**src/rtl/mem_stage_if.sv**
```systemverilog
// MEM stage pipeline interface: EX->MEM handshake and bus, MEM->WB handshake
// and bus, data SRAM response channel, WB cancel, and the ID bypass/flush hints.
// The "slave" modport is the MEM stage's own view; "master" is its environment.
interface mem_stage_if;
  logic         ws_allowin;
  logic         ms_allowin;
  logic         es_to_ms_valid;
  logic [193:0] es_to_ms_bus;
  logic         ms_to_ws_valid;
  logic [157:0] ms_to_ws_bus;
  logic         data_sram_data_ok;
  logic [31:0]  data_sram_rdata;
  logic         ws_cancel;
  logic [38:0]  ms_fwd_bus;
  logic         ms_flush_hint;

  modport slave (
    input  ws_allowin, es_to_ms_valid, es_to_ms_bus,
           data_sram_data_ok, data_sram_rdata, ws_cancel,
    output ms_allowin, ms_to_ws_valid, ms_to_ws_bus, ms_fwd_bus, ms_flush_hint
  );

  modport master (
    output ws_allowin, es_to_ms_valid, es_to_ms_bus,
           data_sram_data_ok, data_sram_rdata, ws_cancel,
    input  ms_allowin, ms_to_ws_valid, ms_to_ws_bus, ms_fwd_bus, ms_flush_hint
  );
endinterface

```
**src/rtl/mem_stage.sv**
```systemverilog
// MEM pipeline stage: holds one instruction, waits for its data SRAM response,
// buffers read data while WB stalls, extracts load data, and drops responses
// owed to instructions that WB has cancelled.
//
// Response tracker states:
//   state     | meaning
//   S_IDLE    | no response outstanding
//   S_WAIT    | current instruction's request is outstanding, response unseen
//   S_DISCARD | a response is owed to a cancelled instruction; drop it
module mem_stage (
  input  logic        clk,
  input  logic        reset,
  mem_stage_if.slave  bus
);

  typedef enum logic [1:0] {S_IDLE, S_WAIT, S_DISCARD} trk_e;

  trk_e         r_state;
  trk_e         w_state_nxt;
  logic         r_valid;
  logic [193:0] r_bus;
  logic         r_rbuf_valid;
  logic [31:0]  r_rbuf;

  // field views of the held instruction
  logic         w_req;
  logic [2:0]   w_ld_type;
  logic [31:0]  w_rt_value;
  logic         w_tlbwi;
  logic         w_tlbr;
  logic         w_ex;
  logic [1:0]   w_addr;
  logic         w_eret;
  logic [3:0]   w_rf_we;
  logic [4:0]   w_dest;
  logic [31:0]  w_result;

  assign w_req      = r_bus[193];
  assign w_ld_type  = r_bus[192:190];
  assign w_rt_value = r_bus[189:158];
  assign w_tlbwi    = r_bus[156];
  assign w_tlbr     = r_bus[155];
  assign w_ex       = r_bus[154];
  assign w_addr     = r_bus[117:116];
  assign w_eret     = r_bus[115];
  assign w_rf_we    = r_bus[72:69];
  assign w_dest     = r_bus[68:64];
  assign w_result   = r_bus[63:32];

  logic w_in_needs;
  logic w_cur_needs;
  logic w_data_ok_live;
  logic w_ready_go;
  logic w_to_ws_valid;
  logic w_allowin;
  logic w_accept;
  logic w_leave;
  logic w_is_load;

  // An incoming instruction owes us a response only if it issued a request
  // and did not already fault in an earlier stage.
  assign w_in_needs     = bus.es_to_ms_bus[193] && !bus.es_to_ms_bus[154];
  assign w_cur_needs    = r_valid && w_req && !w_ex;
  // A response belongs to the held instruction only while tracking it in S_WAIT.
  assign w_data_ok_live = bus.data_sram_data_ok && (r_state == S_WAIT);
  assign w_ready_go     = !w_req || w_ex || w_data_ok_live || r_rbuf_valid;
  assign w_to_ws_valid  = r_valid && w_ready_go;
  assign w_allowin      = !r_valid || (w_ready_go && bus.ws_allowin);
  assign w_accept       = bus.es_to_ms_valid && w_allowin && !bus.ws_cancel;
  assign w_leave        = w_to_ws_valid && bus.ws_allowin;
  assign w_is_load      = (w_ld_type != 3'd7) && !w_ex;

  // stage valid bit; a WB cancel wins over a simultaneous accept
  always_ff @(posedge clk or posedge reset) begin
    if (reset)              r_valid <= 1'b0;
    else if (bus.ws_cancel) r_valid <= 1'b0;
    else if (w_allowin)     r_valid <= bus.es_to_ms_valid;
  end

  // capture the EX payload on handshake
  always_ff @(posedge clk or posedge reset) begin
    if (reset)                                  r_bus <= '0;
    else if (bus.es_to_ms_valid && w_allowin)   r_bus <= bus.es_to_ms_bus;
  end

  // hold read data that arrived while WB was stalled
  always_ff @(posedge clk or posedge reset) begin
    if (reset) begin
      r_rbuf_valid <= 1'b0;
      r_rbuf       <= '0;
    end else if (bus.ws_cancel || w_leave) begin
      r_rbuf_valid <= 1'b0;
    end else if (w_data_ok_live && !bus.ws_allowin) begin
      r_rbuf_valid <= 1'b1;
      r_rbuf       <= bus.data_sram_rdata;
    end
  end

  // response tracker state register
  always_ff @(posedge clk or posedge reset) begin
    if (reset) r_state <= S_IDLE;
    else       r_state <= w_state_nxt;
  end

  // response tracker next state
  always_comb begin
    w_state_nxt = r_state;
    case (r_state)
      S_IDLE: begin
        if (w_accept && w_in_needs) w_state_nxt = S_WAIT;
      end
      S_WAIT: begin
        if (bus.data_sram_data_ok)
          w_state_nxt = (w_accept && w_in_needs) ? S_WAIT : S_IDLE;
        else if (bus.ws_cancel)
          w_state_nxt = S_DISCARD;
      end
      S_DISCARD: begin
        // The stale response retires; whoever is now in MEM waits for its own.
        if (bus.data_sram_data_ok) begin
          if (w_cur_needs)
            w_state_nxt = bus.ws_cancel ? S_DISCARD : S_WAIT;
          else if (w_accept && w_in_needs)
            w_state_nxt = S_WAIT;
          else
            w_state_nxt = S_IDLE;
        end
      end
      default: w_state_nxt = S_IDLE;
    endcase
  end

  logic [31:0] w_rdata;
  logic [7:0]  w_byte;
  logic [15:0] w_half;
  logic [31:0] w_load_data;
  logic [31:0] w_final;

  assign w_rdata = r_rbuf_valid ? r_rbuf : bus.data_sram_rdata;
  assign w_byte  = w_rdata[{w_addr, 3'b000} +: 8];
  assign w_half  = w_addr[1] ? w_rdata[31:16] : w_rdata[15:0];

  // load data extraction, including unaligned lwl/lwr merges
  always_comb begin
    w_load_data = w_rdata;
    case (w_ld_type)
      3'd0: w_load_data = w_rdata;
      3'd1: w_load_data = {{24{w_byte[7]}}, w_byte};
      3'd2: w_load_data = {24'd0, w_byte};
      3'd3: w_load_data = {{16{w_half[15]}}, w_half};
      3'd4: w_load_data = {16'd0, w_half};
      3'd5: begin
        case (w_addr)
          2'd0:    w_load_data = {w_rdata[7:0],  w_rt_value[23:0]};
          2'd1:    w_load_data = {w_rdata[15:0], w_rt_value[15:0]};
          2'd2:    w_load_data = {w_rdata[23:0], w_rt_value[7:0]};
          default: w_load_data = w_rdata;
        endcase
      end
      3'd6: begin
        case (w_addr)
          2'd0:    w_load_data = w_rdata;
          2'd1:    w_load_data = {w_rt_value[31:24], w_rdata[31:8]};
          2'd2:    w_load_data = {w_rt_value[31:16], w_rdata[31:16]};
          default: w_load_data = {w_rt_value[31:8],  w_rdata[31:24]};
        endcase
      end
      default: w_load_data = w_result;
    endcase
  end

  assign w_final = w_is_load ? w_load_data : w_result;

  logic w_fwd_valid;
  assign w_fwd_valid = r_valid && (w_rf_we != 4'd0) && !w_ex;

  assign bus.ms_allowin     = w_allowin;
  assign bus.ms_to_ws_valid = w_to_ws_valid;
  assign bus.ms_to_ws_bus   = {r_bus[157:64], w_final, r_bus[31:0]};
  assign bus.ms_fwd_bus     = {w_fwd_valid, w_fwd_valid && w_is_load && !w_ready_go,
                               w_dest, w_final};
  assign bus.ms_flush_hint  = r_valid && (w_ex || w_eret || w_tlbwi || w_tlbr);

endmodule

```
**src/flat_wrapper.sv**
```systemverilog
// flat-port wrapper written by rule: the top's interface ports become plain ports
module mem_stage_flat 
  (clk, reset, bus_ws_allowin, bus_es_to_ms_valid, bus_es_to_ms_bus, bus_data_sram_data_ok, bus_data_sram_rdata, bus_ws_cancel, bus_ms_allowin, bus_ms_to_ws_valid, bus_ms_to_ws_bus, bus_ms_fwd_bus, bus_ms_flush_hint);
  mem_stage_if bus_i ();
  input  logic clk;
  input  logic reset;
  input wire logic [$bits(bus_i.ws_allowin)-1:0] bus_ws_allowin;
  input wire logic [$bits(bus_i.es_to_ms_valid)-1:0] bus_es_to_ms_valid;
  input wire logic [$bits(bus_i.es_to_ms_bus)-1:0] bus_es_to_ms_bus;
  input wire logic [$bits(bus_i.data_sram_data_ok)-1:0] bus_data_sram_data_ok;
  input wire logic [$bits(bus_i.data_sram_rdata)-1:0] bus_data_sram_rdata;
  input wire logic [$bits(bus_i.ws_cancel)-1:0] bus_ws_cancel;
  output wire logic [$bits(bus_i.ms_allowin)-1:0] bus_ms_allowin;
  output wire logic [$bits(bus_i.ms_to_ws_valid)-1:0] bus_ms_to_ws_valid;
  output wire logic [$bits(bus_i.ms_to_ws_bus)-1:0] bus_ms_to_ws_bus;
  output wire logic [$bits(bus_i.ms_fwd_bus)-1:0] bus_ms_fwd_bus;
  output wire logic [$bits(bus_i.ms_flush_hint)-1:0] bus_ms_flush_hint;
  assign bus_i.ws_allowin = bus_ws_allowin;
  assign bus_i.es_to_ms_valid = bus_es_to_ms_valid;
  assign bus_i.es_to_ms_bus = bus_es_to_ms_bus;
  assign bus_i.data_sram_data_ok = bus_data_sram_data_ok;
  assign bus_i.data_sram_rdata = bus_data_sram_rdata;
  assign bus_i.ws_cancel = bus_ws_cancel;
  assign bus_ms_allowin = bus_i.ms_allowin;
  assign bus_ms_to_ws_valid = bus_i.ms_to_ws_valid;
  assign bus_ms_to_ws_bus = bus_i.ms_to_ws_bus;
  assign bus_ms_fwd_bus = bus_i.ms_fwd_bus;
  assign bus_ms_flush_hint = bus_i.ms_flush_hint;
  mem_stage u_core (.clk(clk), .reset(reset), .bus(bus_i));
endmodule
```
**config.mk**
```make
export PLATFORM = sky130hd
export DESIGN_NAME = mem_stage_flat
export DESIGN_NICKNAME = d
export VERILOG_FILES = /design/src/rtl/mem_stage_if.sv /design/src/rtl/mem_stage.sv /design/src/flat_wrapper.sv
export SDC_FILE = /design/constraint.sdc
export NUM_CORES = 1
export LEC_CHECK = 0
export BUFFER_PORTS_ARGS = -buffer_cell sky130_fd_sc_hd__buf_2
export CAP_MARGIN = 20
export CORE_AREA = 2 2 169 171
export DETAILED_ROUTE_END_ITERATION = 8
export DIE_AREA = 0 0 171 173
export PLACE_DENSITY = 0.73
export SLEW_MARGIN = 20
export SYNTH_ARGS = -nofsm -noshare
export SYNTH_HDL_FRONTEND = slang
export SYNTH_SLANG_ARGS = --single-unit
```
**constraint.sdc**
```tcl
create_clock -name clk -period 12.8 [get_ports clk]
set_clock_uncertainty 0.1 [all_clocks]
set_input_delay 2.56 -clock clk [delete_from_list [all_inputs] [get_ports clk]]
set_output_delay 2.56 -clock clk [all_outputs]
set_load 0.1 [all_outputs]
```
# [Yosys cells after proc, flatten, opt, wreduce, memory -nomap -nowiden]
# Cells that the tools add are included.
[totals] word_cells=79 out_inout_bits=200 reg_bits=230 inputBits=232
[op_classes] eq_ne=14 n_reduce_logical=40 shift=1 bitwise=1 mux=18
[ops] cell="32-bit case mux with 7 select lines" n=1
[ops] cell="32-bit case mux with 3 select lines" n=2
[ops] cell="32-bit two-way mux" n=2
[ops] cell="32-bit by 6-bit variable part select with 8-bit output" n=1
[ops] cell="1-bit logical AND" n=17
[ops] cell="16-bit two-way mux" n=1
[ops] cell="2-bit two-way mux" n=6
[ops] cell="3-bit equality test (second input constant)" n=3
[ops] cell="1-bit logical OR" n=8
[ops] cell="1-bit logical NOT" n=7
[ops] cell="3-bit by 2-bit equality test with 1-bit output (second input constant)" n=2
[ops] cell="3-bit inequality test (second input constant)" n=2
[ops] cell="2-bit case mux with 3 select lines" n=1
[ops] cell="1-bit two-way mux" n=5
[ops] cell="2-bit by 1-bit equality test with 1-bit output (second input constant)" n=2
[ops] cell="2-bit equality test (second input constant)" n=2
[ops] cell="2-bit logical NOT" n=2
[ops] cell="2-bit nonzero test" n=2
[ops] cell="4-bit nonzero test" n=1
[ops] cell="3-bit by 1-bit equality test with 1-bit output (second input constant)" n=1
[ops] cell="3-bit logical NOT" n=1
[ops] cell="3-bit AND reduction" n=1
[ops] cell="2-bit by 1-bit inequality test with 1-bit output (second input constant)" n=1
[ops] cell="2-bit inequality test (second input constant)" n=1
[ops] cell="2 further kinds" n=2

# [Logic depth before layout (Yosys ltp)]
# Gate-level depths: netlist (run 1).
[logic_depth] word_depth=13 depth_mapped=8 ltp_nobuf=4

# [Worst setup path before layout (run 1)]
# Ideal clock, no wire load.
[synth_timing] kind="input port to output port" start="in bus_data_sram_rdata[15]" end="out bus_ms_to_ws_bus[40]" required_time_ns=10.140 path_buffers=1 cell_stages=5 setup_slack_ns=4.582 arrival_ns=5.558 cell_sequence="mux2i_1 mux4_2 o21a_1 a31oi_1 buf_4"
[synth_via] elab_chain_cells=4
[synth_rtl] element="start: declaration" line="flat_wrapper.sv:11" rtl="input wire logic [$bits(bus_i.data_sram_rdata)-1:0] bus_data_sram_rdata;"
[synth_rtl] element="32-bit two-way mux" line="mem_stage.sv:139" rtl="assign w_rdata = r_rbuf_valid ? r_rbuf : bus.data_sram_rdata;"
[synth_rtl] element="32-bit by 6-bit variable part select with 8-bit output" line="mem_stage.sv:140" rtl="assign w_byte = w_rdata[{w_addr, 3'b000} +: 8];"
[synth_rtl] element="32-bit case mux with 7 select lines" line="mem_stage.sv:146" rtl="case (w_ld_type)"
[synth_rtl] element="32-bit two-way mux" line="mem_stage.sv:172" rtl="assign w_final = w_is_load ? w_load_data : w_result;"
[synth_rtl] element="end: declaration" line="flat_wrapper.sv:15" rtl="output wire logic [$bits(bus_i.ms_to_ws_bus)-1:0] bus_ms_to_ws_bus;"
# No other way between the ends.

# [Worst setup path in the final report (run 1)]
[layout_timing] start="in bus_data_sram_rdata[15]" end="out bus_ms_fwd_bus[22]"
[layout_via] elab_chain_cells=4 elab_cells_between_ends=5 cone_classes="shift: 1; mux: 4"
[layout_rtl] element="32-bit two-way mux (*)" line="mem_stage.sv:139"
[layout_rtl] element="32-bit by 6-bit variable part select with 8-bit output or 16-bit two-way mux (tied branches)" line="mem_stage.sv:140, mem_stage.sv:141"
[layout_rtl] element="32-bit case mux with 7 select lines (*)" line="mem_stage.sv:146"
[layout_rtl] element="32-bit two-way mux (*)" line="mem_stage.sv:172"
[layout_rtl] element="end: declaration" line="flat_wrapper.sv:16" rtl="output wire logic [$bits(bus_i.ms_fwd_bus)-1:0] bus_ms_fwd_bus;"
# Mark *: on every way between the ends. The rest lies on a longest branch, timed or not.

==> results of run 1 <==
-- layout make-up --
cell class                      count  area share [%]
Antenna cell                        7          0.1194
Clock buffer                       41           5.303
Clock inverter                      8           1.006
Inverter                           16          0.4604
Multi-Input combinational cell    552           35.28
Sequential cell                   230           39.24
Tap cell                          378           3.223
Timing Repair Buffer              441           15.37
-- worst paths after layout --
check,to
setup / recovery,bus_ms_fwd_bus[22]
hold / removal,u_core.r_bus[135]
setup reg to reg,u_core.r_bus[39]
hold reg to reg,u_core.r_bus[135]
max in group asynchronous,u_core.r_rbuf_valid
min in group asynchronous,u_core.r_bus[1]
-- per-stage QoR --
step / hold slack [ns] / power, uW / setup slack (ns) / cell area (um^2) / util, %
CTS: 0.4029 / 3228 / 5.559 / 14630 / 52.94
floorplan: 0.3792 / 2296 / 3.835 / 12610 / -
global placement: 0.3834 / 2401 / 5.623 / 13700 / 49.59
finish: 0.3990 / 3222 / 5.514 / 14680 / 53.12
detailed placement: 0.3904 / 2417 / 5.566 / 13700 / 49.59
global route: 0.4117 / 3326 / 5.494 / 14670 / 53.10
-- flip-flops by register name, summed over array words and instances, names as in the netlist --
signal,count
u_core.r_rbuf_valid,1
u_core.r_state,2
u_core.r_rbuf,32
u_core.r_valid,1
u_core.r_bus,194
-- worst register-to-register path, cell delays in order (launching register included) --
cell     delay (ns)
dfrtp_2        1.04
nor2_1         0.19
a31oi_1        0.39
o21a_4         0.67
buf_4          0.89
mux2_2         0.48
-- layer usage --
| metal | GRT usage, % | vias to the layer above | share of wire (%) |
|---|---|---|---|
| met4 | 11.23 | 14 | 4.7 |
| li1 | - | 4084 | - |
| met1 | 29.35 | 4450 | 37 |
| met3 | 7.324 | 130 | 9.8 |
| met2 | 40.44 | 516 | 49 |
| met5 | 0 | - | 0.24 |
-- kinds of logic (layout without fill, tap and decap cells) --
family,Yosys count,count (layout)
flops,230,230
mux,291,291
compound gates,163,163
simple gates,98,98
other cells,0,7
buf+inv,245,506
-- power by group --
part	internal, uW	switching, uW	leakage, uW
clock	498	312	0.000452
sequential	838	76.7	0.00274
combinational	293	1200	0.00347
-- placed cells by master, fill, tap and decap left out, types with 10 or more instances in the layout --
cell       count
nand2_1       10
a31oi_1       17
o21ai_0       14
buf_2        431
a21oi_1       23
mux4_2        16
o22a_1        15
nand2b_1      14
nand3_1       10
clkbuf_16     27
dfrtp_1      228
inv_1         14
nor2_1        37
o221ai_1      16
mux2_2       235
mux2i_1       40
a211oi_1      13
==> results by group, run 1 <==
Global routing
  • Vias in the first global route: between 9000 and 10000
  • GRT overflow: 0
  • GRT Overall Usage: 24.50%
  • Initial antenna violation count: 15
  • Largest net degree at the start of global routing: roughly 110
  • First-pass GRT wire length: ~56000 um

Die
  • Core Footprint: 27630 um^2
  • Die Wd: roughly 170 um
  • Num ports: around 430
  • Initial core utilization: 45.63%
  • Die footprint: ~30000 um^2
  • Die Ht: roughly 170 um
  • # rows: between 60 and 70

Placed design
  • GP Congestion: a little over 0.9
  • I/O Buffers: 431
  • Post-Place Cells: about 1600
  • HPWL Detailed: 27550 um

Synth
  • Simple-Gate Fraction of Synth Area: under 10%
  • Cell accounting for the most synthesized area: dfrtp_1
  • Mux contribution to synthesized area: between 20% and 30%
  • Adder-cell share of the synthesized area: 0%
  • Main combinational cell family by area after synthesis: multiplexers
  • Post-synthesis net count: roughly 1300
  • Synth warn: 0
  • Top-count cell post-synth: mux2_2
  • Yosys cell types: 53
  • Synth cell count leaders: mux2_2 (235), dfrtp_1 (230), buf_4 (171)
  • Complex-gate fraction of the synthesized area: about a tenth
  • Number of synthesized flops with an enable pin: 0
  • Cells after Synth: between 1000 and 1500
  • Synth top area share: about 46%
  • Avg Cell Area, Syn: between 10 and 15 um^2
  • Post-synthesis async set-or-reset flop share: 100.0%
  • Synth top area cells: dfrtp_1 (46%), mux2_2 (21%), buf_4 (10%), mux2i_1 (3.2%), mux4_2 (2.9%)
  • Post-Synth XOR/XNOR Area: 0%
  • Ys flop type: dfrtp_1
  • Register area share after synthesis: between 40% and 50%
  • Netlist Area Pre-Place: roughly 13000 um^2
  • Seq cells post-synth: 230

Finish
  • P&R area growth vs syn: 16.41%
  • Post-Layout Cell Count: between 1500 and 2000
  • Multi-input gate area: a little over 5000 um^2
  • Seq. cell area: between 5000 and 6000 um^2
  • Nets@finish: 1500
  • Fillcell total: about 2500
  • Layout cells sized above 1: between 50 and 60%

Worst setup path
  • CP Cell Sequence: buf_2 -> mux2i_1 -> mux4_2 -> o21a_1 -> a31oi_1 -> buf_2
  • WP data required: 10.14 ns
  • Levels on crit path: 6
  • Buf+Inv Stages, Crit Path: 2
  • Kind of end point of the critical path: output port
  • WS Path Type: input pin to output port
  • Reg2reg start: u_core.r_rbuf_valid
  • CP peak stage delay: between 0.6 and 0.7 ns
  • Crit-path max FO: 7
  • Worst r2r path cells: 5
  • Slowest-stage cell, CP: mux4_2
  • R2R setup slack: between 8 and 9 ns
  • Worst Setup SP: bus_data_sram_rdata[15]
  • Crit path top cell by count: buf_2
  • CP startpoint kind: input pin
  • Delay-heaviest family, CP: multiplexers
  • Critical Path AT: between 4 and 5 ns

Route
  • Vias per inst: 5.496
  • Detailed Routing Iterations Pass 1: 6
  • Drt wl/cell: about 22 um
  • Via count: just over 9000
  • DR DRC count: 0
  • Initial DRC count: about 670
  • Routed WL: about 37000 um
  • DRT antenna net count: 0

STA
  • Final setup fails: 0
  • TNS Setup: 0 ns
  • Slew HR: just over 30%
  • Final Hold Viols: 0
  • Fin crit share: between 50 and 60%
  • RSZ-0062 raised after global routing: no
  • Slew @ Worst Pin: about 1.0 ns
  • Slew Viols, Final: 0
  • F_max: roughly 140 MHz
  • Minimum clock period: about 7.3 ns

Clock tree
  • Worst-path clk slew: 0.06 ns
  • Clk sinks: 230
  • # H-tree levels: 1
  • Clk_lat worst skew: between 0.5 and 0.6 ns
  • Setup repair bufs after CTS: 0
  • # resized after CTS: 0
  • TritonCTS clock tree: yes
  • Clock tree root buffer cell: clkbuf_16
  • CTS Buf Count: 27
  • CTS max path bufs: 3
  • Hold buffers post-CTS: 0

Run status
  • Status: complete, no violations

Pwr
  • PD cells: between 200 and 250 nW/um^2
  • Leak: 0.006665 uW
  • Peak supply drop: roughly 0.14 mV

Flow run
  • Max Cap Viol: 0

Min path
  • Hold Path Origin: u_core.r_bus[135]
  • Min-Delay Path Depth: 1
  • Hold/Removal Path Class: flip-flop to flip-flop
Note: power is estimated with default switching activity, not from simulation.
==> run 2: changes to the inputs <==
--- a/config.mk
+++ b/config.mk
@@ -7,10 +7,10 @@
 export LEC_CHECK = 0
 export BUFFER_PORTS_ARGS = -buffer_cell sky130_fd_sc_hd__buf_2
 export CAP_MARGIN = 20
-export CORE_AREA = 2 2 169 171
+export CORE_MARGIN = 1.5
+export CORE_UTILIZATION = 46
 export DETAILED_ROUTE_END_ITERATION = 8
-export DIE_AREA = 0 0 171 173
-export PLACE_DENSITY = 0.73
+export PLACE_DENSITY = 0.77
 export SLEW_MARGIN = 20
 export SYNTH_ARGS = -nofsm -noshare
 export SYNTH_HDL_FRONTEND = slang
==> constraint.sdc (replaced) <==
create_clock -name clk -period 6.26 [get_ports clk]
set_clock_uncertainty 0.1 [all_clocks]
set_input_delay 1.252 -clock clk [delete_from_list [all_inputs] [get_ports clk]]
set_output_delay 1.252 -clock clk [all_outputs]
set_load 0.1 [all_outputs]
==> run 2 against run 1 <==
Clock-buffer cell count down 8. Flip-flop and latch count stayed put. Worst hold slack got worse by 0.00066 ns. Cell count down 2.5%. Register-to-register slack got worse by 6.0 ns. Largest power group unchanged. Worst setup slack got worse by 4.4 ns. Largest cell class unchanged. Combinational power is 100% higher. Critical path depth down 1. Power up 97%.
==> results by group, run 2 (same netlist as run 1, synthesis figures left out) <==
Finish
  • Commonest non-fill, non-tap cell in the layout: buf_2
  • Largest regs: u_core.r_bus x194, u_core.r_rbuf x32, u_core.r_state x2
  • Post-Layout Cell Count: 1631 (-2.5%)
  • Commonest non-fill, non-tap cells in the layout: buf_2 (431), mux2_2 (235), dfrtp_1 (228)
  • P&R area growth vs syn: 15.10%
  • Largest register by flop count: u_core.r_bus
  • Number of flip-flops in the largest register: 194 (unchanged)
  • Nets@finish: 1502 (+0.13%)
  • Layout cells sized above 1: 58.32% (+0.32 points)
  • Final Util: 53.84% (+0.72 points)

STA
  • Slew @ Worst Pin: 0.9957 ns (-0.04525 ns)
  • Final Hold Viols: 0 (unchanged)
  • Minimum clock period: a little over 5 ns
  • RSZ-0062 raised after global routing: no
  • F_max: 192.6 MHz
  • Final setup fails: 0 (unchanged)
  • Slew Viols, Final: 0 (unchanged)
  • Hold Worst Slack: 0.3984 ns (-0.0006630 ns)
  • Fin crit share: slightly above 80%
  • Slew HR: 33.42% (+2.8 points)
  • TNS Setup: 0 ns (unchanged)

Pwr
  • Overall power: 6339 uW (+97%)
  • PD cells: 436.8 nW/um^2 (+99%)
  • Peak supply drop: 0.3555 mV (+160%)
  • Leak: 0.006608 uW (-0.87%)

Worst setup path
  • WS Path Type: flip-flop to output port
  • Kind of end point of the critical path: output port
  • Crit-path max FO: 26 (+19)
  • R2R setup slack: 2.89 ns (-6.01 ns)
  • WP data required: 4.91 ns (-5.23 ns)
  • Critical Path AT: 3.84 ns (-0.79 ns)
  • CP startpoint kind: flip-flop

Flow run
  • Max Cap Viol: 0 (unchanged)

Run status
  • Status: complete, no violations

Route
  • Vias per inst: 5.608 (+2.0%)
  • Routed WL: 35380 um (-4.3%)
  • Drt wl/cell: 21.69 um (-1.8%)
  • DRT antenna net count: 0 (unchanged)
  • Initial DRC count: 644 (-3.6%)
  • Via count: 9146 (-0.52%)
  • Detailed Routing Iterations Pass 1: 5 (-1)
  • DR DRC count: 0 (unchanged)

Min path
  • Hold/Removal Path Class: flip-flop to flip-flop

Clock tree
  • Clk sinks: 230 (unchanged)
  • Clk_lat worst skew: 0.55 ns (about the same)
  • Setup repair bufs after CTS: 0 (unchanged)
  • TritonCTS clock tree: yes
  • Clock tree root buffer cell: clkbuf_16
  • CTS Buf Count: 26 (-3.7%)
  • Hold buffers post-CTS: 0 (unchanged)
  • CTS max path bufs: 3 (unchanged)
  • Worst-path clk slew: 0.06 ns (about the same)
  • # resized after CTS: 0 (unchanged)
  • # H-tree levels: 1 (unchanged)

Global routing
  • Initial antenna violation count: 9 (-6)
  • Vias in the first global route: 9231 (-1.3%)
  • Largest net degree at the start of global routing: 121 (+8.0%)
  • GRT overflow: 0 (unchanged)
  • GRT Overall Usage: 24.26% (-0.24 points)
  • First-pass GRT wire length: 53140 um (-4.8%)

Placed design
  • I/O Buffers: 431 (unchanged)
  • HPWL Detailed: 26490 um (-3.8%)
  • GP Congestion: 0.9158 (+1.2%)
  • Post-Place Cells: 1583 (-2.0%)

Die
  • Die Ht: 168.6 um (-2.6%)
  • Initial core utilization: 46.78% (+1.1 points)
  • Num ports: 432 (unchanged)
  • Core Footprint: 26950 um^2 (-2.5%)
  • Die Wd: 168.6 um (-1.4%)
  • Die footprint: 28410 um^2 (-4.0%)
  • # rows: 60 (-1.6%)
## run 2: changes by cell type in the layout (fill, tap and decap cells not counted), moves of 2 or more
cell / previous run / this run
clkbuf_1: 9 / 4
clkinv_2: 2 / 7
bufinv_16: 4 / 0
clkinvlp_4: 0 / 4
buf_4: 8 / 11
diode_2: 7 / 4
buf_12: 0 / 2
clkbuf_8: 5 / 3
## run 2: power by group
part / switching, uW / internal (uW)
clock: 620 / 798
combinational: 2450 / 597
sequential: 161 / 1710
total: 3230 / 3110
## run 2: final cells by class
cell class	instances	area [um^2]
tap	341	426.7
clock buffer	33	706.9
fill	2295	12440
clock inverter	11	87.58
sequential	230	5758
inverter	16	63.81
multi-input combinational	552	5177
timing repair buffer	444	2280
antenna	4	10.01
## run 2: path summary, 6_finish.rpt
path	startpoint	endpoint	cells past startpoint
worst max register to register	u_core.r_rbuf_valid	u_core.r_bus[35]	5
worst max-delay path	u_core.r_bus[192]	bus_ms_fwd_bus[8]	5
max in group asynchronous	reset	u_core.r_rbuf_valid	4
worst min register to register	u_core.r_bus[30]	u_core.r_bus[30]	1
worst min-delay path	u_core.r_bus[30]	u_core.r_bus[30]	1
min in group asynchronous	reset	u_core.r_bus[9]	2
## run 2: layer usage
| layer | vias to the layer above | GRT usage [%] | part of all wire (%) |
|---|---|---|---|
| met5 | - | 0 | 0.19 |
| met4 | 10 | 10.95 | 4.9 |
| met3 | 110 | 6.313 | 8.1 |
| met2 | 458 | 41.58 | 49 |
| met1 | 4486 | 28.70 | 38 |
| li1 | 4082 | - | - |
## run 2: critical path: stages (launching register included)
cell and delay (ns):
dfrtp_1 0.87, nand3b_1 0.84, o32a_1 0.62, o221a_1 0.12, a31oi_1 0.33, buf_2 0.50
## run 2: stage by stage
stage	cell area [um^2]	worst slack, ns
after CTS	14500	1.142
after global routing	14510	0.9224
final	14510	1.067
after detailed placement	13710	1.669
after global placement	13710	1.706
after floorplan	12610	0.6581
==> run 3: changes to the inputs <==
--- a/config.mk
+++ b/config.mk
@@ -5,11 +5,12 @@
 export SDC_FILE = /design/constraint.sdc
 export NUM_CORES = 1
 export LEC_CHECK = 0
+export ABC_AREA = 1
 export BUFFER_PORTS_ARGS = -buffer_cell sky130_fd_sc_hd__buf_2
 export CAP_MARGIN = 20
-export CORE_MARGIN = 1.5
-export CORE_UTILIZATION = 46
+export CORE_AREA = 2 2 167 169
 export DETAILED_ROUTE_END_ITERATION = 8
+export DIE_AREA = 0 0 169 171
 export PLACE_DENSITY = 0.77
 export SLEW_MARGIN = 20
 export SYNTH_ARGS = -nofsm -noshare
==> constraint.sdc (replaced) <==
create_clock -name clk -period 4.8 [get_ports clk]
set_clock_uncertainty 0.1 [all_clocks]
set_input_delay 0.96 -clock clk [delete_from_list [all_inputs] [get_ports clk]]
set_output_delay 0.96 -clock clk [all_outputs]
set_load 0.1 [all_outputs]
==> run 3 against run 2 <==
Non-clock buffer count increased by 10. Routed wire length increased by 26%. First-iteration DRC count increased by 86%. Worst hold slack got worse by 0.034 ns. Flip-flop and latch count unchanged. Sequential share of layout area decreased by 1.5 points. Area after synthesis increased by 3.7%. Clock power increased by 34%. Worst setup slack got worse by 0.76 ns. Cell area increased by 3.8%. Critical path type unchanged.
==> results by group, run 3 <==
Pwr
  • Peak supply drop: 0.2754 mV (-23%)
  • Part of the power in registers: 30.0% (+0.4 points)
  • Clk pwr share: 22.7% (+0.3 points)
  • P_int: 4057 uW (+30%)
  • PD cells: 555.6 nW/um^2 (+27%)
  • Leak: 0.008422 uW (+27%)
  • NetSw: 4308 uW (+33%)
  • Combinational fraction of design power: 47.3% (-0.7 points)
  • Switching Fraction: 51.50% (+0.56 points)

Synth
  • Netlist Area Pre-Place: 13070 um^2 (+3.7%)
  • Ys flop type: dfrtp_1
  • Synth warn: 0 (unchanged)
  • Top-count cell post-synth: nand2_1
  • Synth cell count leaders: nand2_1 (595), nand3_1 (237), dfrtp_1 (230)
  • Number of synthesized flops with an enable pin: 0 (unchanged)
  • Cell accounting for the most synthesized area: dfrtp_1
  • Cells after Synth: 1771 (+72%)
  • Synth top area share: 44.02% (-1.6 points)
  • Seq cells post-synth: 230 (unchanged)
  • Yosys cell types: 34 (-36%)
  • Post-synthesis async set-or-reset flop share: 100.0% (unchanged)
  • Post-synthesis net count: 2003 (+59%)
  • Synth top area cells: dfrtp_1 (44%), nand2_1 (17%), buf_4 (9.8%), nand3_1 (9.1%), nor2_1 (5.4%)
  • Avg Cell Area, Syn: 7.382 um^2 (-40%)
  • Register area share after synthesis: 44.02% (-1.6 points)

Global routing
  • Largest net degree at the start of global routing: 133 (+9.9%)
  • GRT overflow: 0 (unchanged)
  • Initial antenna violation count: 6 (-3)
  • First-pass GRT wire length: 67750 um (+28%)
  • Vias in the first global route: 11897 (+29%)
  • GRT Overall Usage: 30.11% (+5.8 points)

STA
  • Slew Viols, Final: 0 (unchanged)
  • F_max: between 200 and 250 MHz
  • Slew HR: 34.15% (+0.73 points)
  • Fin crit share: 93.57%
  • TNS Setup: 0 ns (unchanged)
  • Hold Worst Slack: 0.3644 ns (-0.03392 ns)
  • Final Hold Viols: 0 (unchanged)
  • Slew @ Worst Pin: 0.9878 ns (-0.007924 ns)
  • Final setup fails: 0 (unchanged)
  • RSZ-0062 raised after global routing: no
  • Minimum clock period: between 4 and 5 ns

Flow run
  • Max Cap Viol: 0 (unchanged)

Placed design
  • Area after DPL: 14250 um^2 (+4.0%)
  • HPWL Detailed: 32540 um (+23%)
  • I/O Buffers: 431 (unchanged)
  • GP Congestion: 0.9623 (+5.1%)

Worst setup path
  • Crit Reg-Reg Endpoint: u_core.r_bus[19]
  • Worst Setup SP: u_core.r_bus[116]
  • R2R setup slack: 1.66 ns (-1.23 ns)
  • CP startpoint kind: flip-flop
  • Worst r2r path cells: 7 (+2)
  • Kind of end point of the critical path: output port
  • WP data required: 3.74 ns (-1.17 ns)
  • Reg2reg start: u_core.r_rbuf_valid
  • Critical Path AT: 3.43 ns (-0.41 ns)
  • Worst Setup EP: bus_ms_to_ws_bus[55]
  • WS Path Type: flip-flop to output port
  • Crit-path max FO: 12 (-54%)

Clock tree
  • # resized after CTS: 0 (unchanged)
  • # H-tree levels: 1 (unchanged)
  • TritonCTS clock tree: yes
  • Clk_lat worst skew: 0.53 ns (-0.02 ns)
  • Clock tree root buffer cell: clkbuf_16
  • Clk sinks: 230 (unchanged)
  • CTS max path bufs: 3 (unchanged)
  • CTS Buf Count: 26 (unchanged)
  • Setup repair bufs after CTS: 0 (unchanged)
  • Hold buffers post-CTS: 0 (unchanged)
  • Worst-path clk slew: 0.06 ns (about the same)

Die
  • Num ports: 432 (unchanged)
  • Die Wd: 169 um (+0.27%)
  • # rows: 61 (+1.7%)
  • Die footprint: 28900 um^2 (+1.7%)
  • Initial core utilization: 47.85% (+1.1 points)
  • Core Footprint: 27320 um^2 (+1.4%)
  • Die Ht: 171 um (+1.5%)

Route
  • DRT antenna net count: 0 (unchanged)
  • Initial DRC count: 1200 (+86%)
  • DR DRC count: 0 (unchanged)
  • Routed WL: 44740 um (+26%)
  • Via count: 12600 (+38%)
  • Drt wl/cell: 18.95 um (-13%)
  • Detailed Routing Iterations Pass 1: 8 (+3)
  • Vias per inst: 5.337 (-4.8%)

Min path
  • Hold/Removal Path Class: flip-flop to flip-flop

Finish
  • Commonest non-fill, non-tap cell in the layout: nand2_1
  • Commonest non-fill, non-tap cells in the layout: nand2_1 (595), buf_2 (430), nand3_1 (237)
  • Final Util: 55.11% (+1.3 points)
  • P&R area growth vs syn: 15.17% (about the same)
  • Largest regs: u_core.r_bus x194, u_core.r_rbuf x32, u_core.r_state x2
  • Layout cells sized above 1: 27.12% (-31 points)
  • Nets@finish: 2227 (+48%)
  • Largest register by flop count: u_core.r_bus
  • Number of flip-flops in the largest register: 194 (unchanged)
  • Final Cell Area: 15060 um^2 (+3.8%)
  • Fillcell total: 2671 (+16%)

Run status
  • Status: complete, no violations
[run 3: power by group through the flow]
stage / Combinational (uW) / Clock (uW) / Sequential (uW)
6_report: 3960 / 1900 / 2510
5_1_grt: 4160 / 2000 / 2540
4_1_cts: 3950 / 1930 / 2500
3_5_place_dp: 3950 / 0 / 2530
3_3_place_gp: 3920 / 0 / 2510
2_1_floorplan: 3510 / 0 / 2460
[run 3: cell type report]
cell class / count / area [um^2] / share of cell area (%)
Sequential cell: 230 / 5756 / 38.23
Multi-Input combinational cell: 1208 / 5400 / 35.87
Timing Repair Buffer: 454 / 2374 / 15.76
Clock buffer: 36 / 749.5 / 4.978
Tap cell: 346 / 432.9 / 2.875
Inverter: 75 / 285.3 / 1.895
Clock inverter: 10 / 55.05 / 0.3656
Antenna cell: 2 / 5.005 / 0.03324
[run 3: worst min path at each step]
stage                   endpoint  slack [ns]               from  depth (start not counted)
6_report        u_core.r_bus[18]        0.36   u_core.r_bus[18]                          2
3_5_place_dp    u_core.r_bus[89]        0.35   u_core.r_bus[89]                          2
2_1_floorplan  u_core.r_bus[188]        0.34  u_core.r_bus[188]                          2
3_3_place_gp   u_core.r_bus[107]        0.35  u_core.r_bus[107]                          2
5_1_grt        u_core.r_bus[124]        0.38  u_core.r_bus[124]                          2
4_1_cts         u_core.r_bus[89]        0.37   u_core.r_bus[89]                          2
[run 3: logic make-up after synthesis]
kind of cell | synth area share (%)
simple gates | 33.71
compound gates | 5.149
mux | 2.239
flops | 44.02
buf+inv | 14.88
[run 3: metal layers]
metal	global-route usage [%]	share of wire [%]	vias to the layer above
met5	0	0.11	-
met4	11.63	3.7	8
met3	5.945	8.0	110
met2	50.30	48	579
met1	38.77	40	5971
li1	-	-	5932
[run 3: stage by stage]
step | power, uW | setup WS [ns] | std cells
4_1_cts | 8384 | 0.3874 | 2359
3_3_place_gp | 6431 | 0.8250 | 2313
5_1_grt | 8702 | 0.1431 | 2361
6_report | 8365 | 0.3086 | 2361
2_1_floorplan | 5971 | 0.3549 | 1771
3_5_place_dp | 6478 | 0.8687 | 2313
[run 3: worst max-delay path, stage by stage, from the launching register on]
cell,delay [ns]
dfrtp_1,0.37
inv_1,0.42
nand2_1,0.44
o21ai_2,0.58
nand2_1,0.09
nand2_1,0.08
nor2_1,0.06
nand2_1,0.13
nor2_1,0.07
nor2_1,0.18
buf_2,0.47
